File: src/rtl/dest_pkg.sv
// Shared types and helpers for the destination-register pipe.
//   dst_e        : RegDst encodings (rt, rd, link register, no write)
//   dest_entry_t : one pipeline stage {valid, addr}
//   fwd_w()      : width of a forwarding-select output for a given depth
// Build option: DEST_ZERO_REG_EN (see dest_pipe.sv) does not affect this file.
package dest_pkg;

  typedef enum logic [1:0] {
    DST_RT   = 2'b00,
    DST_RD   = 2'b01,
    DST_LINK = 2'b10,
    DST_NONE = 2'b11
  } dst_e;

  // Stage address storage is sized for the widest register file we expect;
  // narrower instances zero-extend into it. REG_AW must not exceed this.
  localparam int unsigned REG_AW_MAX = 8;

  typedef struct packed {
    logic                  valid;
    logic [REG_AW_MAX-1:0] addr;
  } dest_entry_t;

  // Select must encode 0..depth-1 plus the "no match" value depth.
  function automatic int unsigned fwd_w(int unsigned depth);
    return $clog2(depth + 1);
  endfunction

endpackage

File: src/rtl/dest_pipe_if.sv
// Decode-side bundle for dest_pipe.
//   master : decode stage (drives instruction/control/sources, reads results)
//   slave  : dest_pipe
//   instruction, reg_dst, reg_write, stall, flush, src1, src2 : decode -> pipe
//   write_register, wb_valid                                  : writeback port
//   hazard1/2, fwd1_sel/fwd2_sel                              : per-source match
interface dest_pipe_if
  import dest_pkg::*;
#(
  parameter int unsigned INSTR_W = 8,
  parameter int unsigned REG_AW  = 2,
  parameter int unsigned DEPTH   = 3
);
  localparam int unsigned FwdW = fwd_w(DEPTH);

  logic [INSTR_W-1:0] instruction;
  logic [1:0]         reg_dst;
  logic               reg_write;
  logic               stall;
  logic               flush;
  logic [REG_AW-1:0]  src1;
  logic [REG_AW-1:0]  src2;
  logic [REG_AW-1:0]  write_register;
  logic               wb_valid;
  logic               hazard1;
  logic               hazard2;
  logic [FwdW-1:0]    fwd1_sel;
  logic [FwdW-1:0]    fwd2_sel;

  modport master (
    output instruction, reg_dst, reg_write, stall, flush, src1, src2,
    input  write_register, wb_valid, hazard1, hazard2, fwd1_sel, fwd2_sel
  );

  modport slave (
    input  instruction, reg_dst, reg_write, stall, flush, src1, src2,
    output write_register, wb_valid, hazard1, hazard2, fwd1_sel, fwd2_sel
  );

endinterface

File: src/rtl/dest_match.sv
// Per-source comparator and priority encoder over the in-flight stages.
//   valid_i  : per-stage valid bits
//   addr_i   : per-stage destination addresses (zero-extended)
//   src_i    : source address from decode
//   hazard_o : some valid stage writes src_i
//   sel_o    : youngest (lowest-index) matching stage, DEPTH when none
// Build option: DEST_ZERO_REG_EN masks matches on register 0.
module dest_match
  import dest_pkg::*;
#(
  parameter int unsigned REG_AW = 2,
  parameter int unsigned DEPTH  = 3,
  localparam int unsigned FwdW  = fwd_w(DEPTH)
) (
  input  logic [DEPTH-1:0]                 valid_i,
  input  logic [DEPTH-1:0][REG_AW_MAX-1:0] addr_i,
  input  logic [REG_AW-1:0]                src_i,
  output logic                             hazard_o,
  output logic [FwdW-1:0]                  sel_o
);

  logic [REG_AW_MAX-1:0] src_ext;
  assign src_ext = REG_AW_MAX'(src_i);

  always_comb begin
    hazard_o = 1'b0;
    sel_o    = FwdW'(DEPTH);
    // Walk oldest to youngest so the lowest matching index is the one left.
    for (int i = DEPTH - 1; i >= 0; i--) begin
      if (valid_i[i] && (addr_i[i] == src_ext)) begin
        hazard_o = 1'b1;
        sel_o    = FwdW'(i);
      end
    end
`ifdef DEST_ZERO_REG_EN
    if (src_i == '0) begin
      hazard_o = 1'b0;
      sel_o    = FwdW'(DEPTH);
    end
`endif
  end

endmodule

File: src/rtl/dest_pipe.sv
// Write-destination select plus DEPTH-stage {valid, addr} pipe to writeback,
// with per-source hazard/forward-select outputs for decode.
//   clk_i  : clock, rising edge
//   rst_ni : asynchronous reset, active low; discards all in-flight entries
//   bus    : dest_pipe_if slave (see interface header for signal list)
// Build option: DEST_ZERO_REG_EN hardwires register 0 (never written, never
// reported as a hazard). Undefined: register 0 is an ordinary register.
module dest_pipe
  import dest_pkg::*;
#(
  parameter int unsigned INSTR_W  = 8,
  parameter int unsigned REG_AW   = 2,
  parameter int unsigned RT_LSB   = 2,
  parameter int unsigned RD_LSB   = 0,
  parameter int unsigned LINK_REG = (1 << REG_AW) - 1,
  parameter int unsigned DEPTH    = 3
) (
  input logic        clk_i,
  input logic        rst_ni,
  dest_pipe_if.slave bus
);

  dest_entry_t stage_q [DEPTH];
  dest_entry_t stage_d [DEPTH];
  dest_entry_t incoming;
  logic [REG_AW-1:0] inc_addr;

  // Only the rt/rd fields are consumed; the rest of the word is ignored.
  logic unused_instr;
  assign unused_instr = ^bus.instruction;

  always_comb begin
    inc_addr = '0;
    unique case (dst_e'(bus.reg_dst))
      DST_RT:   inc_addr = bus.instruction[RT_LSB +: REG_AW];
      DST_RD:   inc_addr = bus.instruction[RD_LSB +: REG_AW];
      DST_LINK: inc_addr = REG_AW'(LINK_REG);
      DST_NONE: inc_addr = '0;
      default:  inc_addr = '0;
    endcase
    incoming.addr  = REG_AW_MAX'(inc_addr);
    incoming.valid = bus.reg_write && (dst_e'(bus.reg_dst) != DST_NONE);
`ifdef DEST_ZERO_REG_EN
    if (inc_addr == '0) incoming.valid = 1'b0;
`endif
  end

  always_comb begin
    for (int i = 0; i < DEPTH; i++) stage_d[i] = stage_q[i];
    if (bus.flush) begin
      // Killing stage 0 means stage 1 receives nothing; older stages still advance.
      stage_d[0] = '0;
      for (int i = 1; i < DEPTH; i++) begin
        stage_d[i] = (i == 1) ? '0 : stage_q[i-1];
      end
    end else if (!bus.stall) begin
      stage_d[0] = incoming;
      for (int i = 1; i < DEPTH; i++) stage_d[i] = stage_q[i-1];
    end
  end

  always_ff @(posedge clk_i or negedge rst_ni) begin
    if (!rst_ni) begin
      for (int i = 0; i < DEPTH; i++) stage_q[i] <= '0;
    end else begin
      for (int i = 0; i < DEPTH; i++) stage_q[i] <= stage_d[i];
    end
  end

  assign bus.write_register = stage_q[DEPTH-1].addr[REG_AW-1:0];
  assign bus.wb_valid       = stage_q[DEPTH-1].valid;

  logic [DEPTH-1:0]                 stage_valid;
  logic [DEPTH-1:0][REG_AW_MAX-1:0] stage_addr;

  always_comb begin
    for (int i = 0; i < DEPTH; i++) begin
      stage_valid[i] = stage_q[i].valid;
      stage_addr[i]  = stage_q[i].addr;
    end
  end

  dest_match #(
    .REG_AW (REG_AW),
    .DEPTH  (DEPTH)
  ) u_match1 (
    .valid_i  (stage_valid),
    .addr_i   (stage_addr),
    .src_i    (bus.src1),
    .hazard_o (bus.hazard1),
    .sel_o    (bus.fwd1_sel)
  );

  dest_match #(
    .REG_AW (REG_AW),
    .DEPTH  (DEPTH)
  ) u_match2 (
    .valid_i  (stage_valid),
    .addr_i   (stage_addr),
    .src_i    (bus.src2),
    .hazard_o (bus.hazard2),
    .sel_o    (bus.fwd2_sel)
  );

endmodule
File: src/flat_wrapper.sv
// flat-port wrapper written by rule: the top's interface ports become plain ports
module dest_pipe_flat import dest_pkg::*;
#(
  parameter int unsigned INSTR_W  = 8,
  parameter int unsigned REG_AW   = 2,
  parameter int unsigned RT_LSB   = 2,
  parameter int unsigned RD_LSB   = 0,
  parameter int unsigned LINK_REG = (1 << REG_AW) - 1,
  parameter int unsigned DEPTH    = 3
)
  (clk_i, rst_ni, bus_instruction, bus_reg_dst, bus_reg_write, bus_stall, bus_flush, bus_src1, bus_src2, bus_write_register, bus_wb_valid, bus_hazard1, bus_hazard2, bus_fwd1_sel, bus_fwd2_sel);
  dest_pipe_if #(.INSTR_W(INSTR_W), .REG_AW(REG_AW), .DEPTH(DEPTH)) bus_i ();
  input logic clk_i;
  input logic rst_ni;
  input wire logic [$bits(bus_i.instruction)-1:0] bus_instruction;
  input wire logic [$bits(bus_i.reg_dst)-1:0] bus_reg_dst;
  input wire logic [$bits(bus_i.reg_write)-1:0] bus_reg_write;
  input wire logic [$bits(bus_i.stall)-1:0] bus_stall;
  input wire logic [$bits(bus_i.flush)-1:0] bus_flush;
  input wire logic [$bits(bus_i.src1)-1:0] bus_src1;
  input wire logic [$bits(bus_i.src2)-1:0] bus_src2;
  output wire logic [$bits(bus_i.write_register)-1:0] bus_write_register;
  output wire logic [$bits(bus_i.wb_valid)-1:0] bus_wb_valid;
  output wire logic [$bits(bus_i.hazard1)-1:0] bus_hazard1;
  output wire logic [$bits(bus_i.hazard2)-1:0] bus_hazard2;
  output wire logic [$bits(bus_i.fwd1_sel)-1:0] bus_fwd1_sel;
  output wire logic [$bits(bus_i.fwd2_sel)-1:0] bus_fwd2_sel;
  assign bus_i.instruction = bus_instruction;
  assign bus_i.reg_dst = bus_reg_dst;
  assign bus_i.reg_write = bus_reg_write;
  assign bus_i.stall = bus_stall;
  assign bus_i.flush = bus_flush;
  assign bus_i.src1 = bus_src1;
  assign bus_i.src2 = bus_src2;
  assign bus_write_register = bus_i.write_register;
  assign bus_wb_valid = bus_i.wb_valid;
  assign bus_hazard1 = bus_i.hazard1;
  assign bus_hazard2 = bus_i.hazard2;
  assign bus_fwd1_sel = bus_i.fwd1_sel;
  assign bus_fwd2_sel = bus_i.fwd2_sel;
  dest_pipe #(.INSTR_W(INSTR_W), .REG_AW(REG_AW), .RT_LSB(RT_LSB), .RD_LSB(RD_LSB), .LINK_REG(LINK_REG), .DEPTH(DEPTH)) u_core (.clk_i(clk_i), .rst_ni(rst_ni), .bus(bus_i));
endmodule
File: config.mk
export PLATFORM = sky130hd
export DESIGN_NAME = dest_pipe_flat
export DESIGN_NICKNAME = d
export VERILOG_FILES = /design/src/rtl/dest_pkg.sv /design/src/rtl/dest_pipe_if.sv /design/src/rtl/dest_match.sv /design/src/rtl/dest_pipe.sv /design/src/flat_wrapper.sv
export SDC_FILE = /design/constraint.sdc
export NUM_CORES = 1
export LEC_CHECK = 0
export ABC_AREA = 1
export BUFFER_PORTS_ARGS = -buffer_cell sky130_fd_sc_hd__buf_2
export CAP_MARGIN = 25
export CORE_MARGIN = 4
export CORE_UTILIZATION = 50
export DETAILED_ROUTE_END_ITERATION = 6
export PLACE_DENSITY_LB_ADDON = 0.15
export SLEW_MARGIN = 20
export SYNTH_ARGS = -nofsm -noshare
export SYNTH_HDL_FRONTEND = slang
export SYNTH_HIERARCHICAL = 1
export SYNTH_SLANG_ARGS = --single-unit
File: constraint.sdc
create_clock -name clk_i -period 1.27 [get_ports clk_i]
set_input_delay 0.1905 -clock clk_i [delete_from_list [all_inputs] [get_ports clk_i]]
set_output_delay 0.1905 -clock clk_i [all_outputs]
set_load 0.01 [all_outputs]
==> results.yml <==
placed_design:
  place_ws_ns: 0.02259
  dp_cells: 258
  port_buffers: 23
  dpl-instance-area_um2: 1151
  place_congestion: 0.8221
  hpwl_mm: 1.678
min_path:
  hold_path.class: "primary input to flip-flop"
  min_to: "u_core/stage_q[17]"
  hp-start: "bus_flush"
  whs_path_depth: 2
worst_setup_path:
  crit_fanout: 6
  crit_chain: "inv_1 > nand2_1 > nand2_1 > nor2_1 > nand2_1 > nand2_1 > inv_2 > nand2_2 > buf_6"
  critPathLaunchType: "flip-flop"
  max_stage_delay_ns: 0.45
  r2r_setup_slack_ns: 0.35
  cp-end-kind: "output port"
  startpoint: "u_core/stage_addr[9]"
  r2r-end: "u_core/bus.write_register[1]"
  cp.required_ns: 1.08
  reg2reg_depth: 4
  timing_worst_setup_path_type: "flip-flop to output port"
  r2r-start: "u_core/stage_addr[9]"
  arrival_ns: 1.33
  cp_common_cell: "nand2_1"
  cp_slowest_cell: "dfrtp_2"
job:
  drv_cap: 0
clock_tree:
  ctsRootBufferMaster: "clkbuf_4"
  htreeDepth: 1
  clkSlewWorstSetupHoldPaths_ns: 0.06
  clock_sinks: 9
  cts_tree: "yes"
  clock_latency_ns: 0.26
  cts_made_buffers: 3
  cts_buffer_depth: 2
global_route:
  grt_pass1_vias: 957
  antenna_found_initial: 0
  grt_max_degree: 10
  overflow: 0
  grt_pass1_wl_mm: 3.615
  grt_util_all_layers_pct: 18.09
pwr:
  irDropWorstVdd_v: 0.0006553
  p_leak_uw: 0.0008025
  power_density_nw_per_um2: 582.5
floorplanning:
  core_um2: 1594
  ios: 28
  start_util_pct: 55.81
  die_w_um: 50.18
  row_count: 14
  die-area_um2: 2518
  die_h_um: 50.18
yosys:
  synthXorXnorAreaFrac_pct: 0
  yosysWarnings: 6
  synth_largest_area_cell: "nand2_1"
  synthSimpleGateAreaFrac_pct: 54.15
  yosysTopAreaCellShare_pct: 35.44
  yosys.area_share.adder_pct: 0
  synth_compound_area_share_pct: 1.125
  synthTopCellsByArea: "nand2_1, dfrtp_1, inv_1"
  synth_cells: 178
  synth_top_family_by_area: "simple AND/OR/NAND/NOR gates"
  synth_cell_types: 12
  ys_seq_area_share_pct: 25.32
  ys_seq_elements: 9
  netlist_area_um2: 889.6
  synthMuxAreaShare_pct: 0
  synth.avg_cell_area_um2: 4.998
layout:
  area_growth_pct: 45.01
  fin_util_pct: 80.93
  nets: 266
  fin_cells: 270
  num_antenna_cells: 0
  final_area_um2: 1290
  drive_gt1_share_pct: 21.54
route:
  drc: 0
  drtAntennaViolNets: 0
  firstDrtPassIters: 5
  via_per_inst: 4.152
  vias: 1121
  wl_mm: 2.214
  post_drt_wl_per_cell_um: 8.200
  dr.first_iter.drc_count: 26
run_status:
  status: "complete, but fails checks"
  violations: "negative setup slack"
timing:
  rsz0062_at_grt: "true"
  layout_setup_ws_ns: -0.2518
  skew_ns: 0.003933
  setup_viol_count_final: 6
  fin_crit_sh_pct: 119.8
  finalCriticalPeriod_ns: 1.522
  final-max-slew-violation-count: 0
  clock.fmax_mhz: 657.1
  final_hold_viol_count: 0
[synthesized netlist by cell type (all sizes together)]
master,count
nand2,86
inv,41
nor2,31
dfrtp,9
nand3,5
a21oi,2
buf,2
conb,1
nor3,1
[how the worst max path moves through the flow]
stage	end	slack, ns	cells past startpoint
after floorplan	bus_fwd1_sel[0]	0.18	6
after global placement	bus_fwd1_sel[0]	0.08	7
after detailed placement	bus_fwd1_sel[0]	0.02	7
after CTS	bus_hazard1	-0.21	8
after global routing	bus_hazard2	-0.37	9
final	bus_hazard2	-0.25	9
[layer usage]
layer / share of wire, % / routed length, µm / vias to the layer above / GRT usage [%]
li1: - / - / 603 / -
met2: 54 / 1202 / 34 / 37.17
met1: 38 / 844 / 482 / 19.26
met4: 0.77 / 17 / 0 / 4.147
met3: 6.7 / 149 / 2 / 1.775
met5: 0 / 0 / - / 0
[final cells by class]
class                   count  area (µm²)
fillers                   123       304.0
repair buffers             31       202.7
well taps                  24       30.03
flip-flops and latches      9       229.0
multi-input cells         161       648.1
clock buffers               4       26.28
inverters                  41       153.9
[sequential cells by signal, summed over array words and instances (netlist names)]
| register | cells |
|---|---|
| u_core/stage_addr | 4 |
| u_core/bus.write_register | 2 |
| u_core/stage_q | 2 |
| u_core/bus.wb_valid | 1 |
[layout by cell type, fill, tap and decap left out, drive strengths merged]
cell type,netlist,layout
nor2,31,31
inv,41,41
dlygate4sd3,0,1
nor3,1,1
nand2,86,86
conb,1,36
dfrtp,9,9
clkbuf,0,4
buf,2,30
nand3,5,5
a21oi,2,2
[report_power, final]
group	switching, µW	internal (µW)
Sequential	21.6	302
Combinational	120	81.8
Clock	104	121
[kinds of logic (layout without fill, tap and decap cells)]
logic type             Yosys count  in the layout
AOI/OAI and AO/OA                2              2
buffers and inverters           43             76
DFF                              9              9
other                            1             36
and+or+nand+nor                123            123
[critical path: cells and delay by family (launching register included)]
kind                   cells  cell delay, ns
buffers and inverters      3            0.26
flip-flops                 1            0.45
AND/OR/NAND/NOR            6            0.38
[repair_timing]
| item | in CTS | in global routing |
|---|---|---|
| endpoints found under the hold margin | 9 | 0 |
| pin swaps | 8 | 6 |
| buffers inserted | 6 | 1 |
| hold buffers | 1 | 0 |
| gates resized for setup | 8 | 7 |
| setup endpoints to repair | 6 | 6 |
[per-stage QoR]
step                hold WS [ns]  total power [µW]  TNS [ns]
floorplan                -0.1051             440.9         0
detailed placement       0.04540             497.7         0
finish                    0.1478             751.4    -1.261
global placement         0.04275             490.5         0
CTS                       0.1513             732.2    -1.147
global route              0.1476             805.7    -1.910
Power figures use the tool's default switching activity.
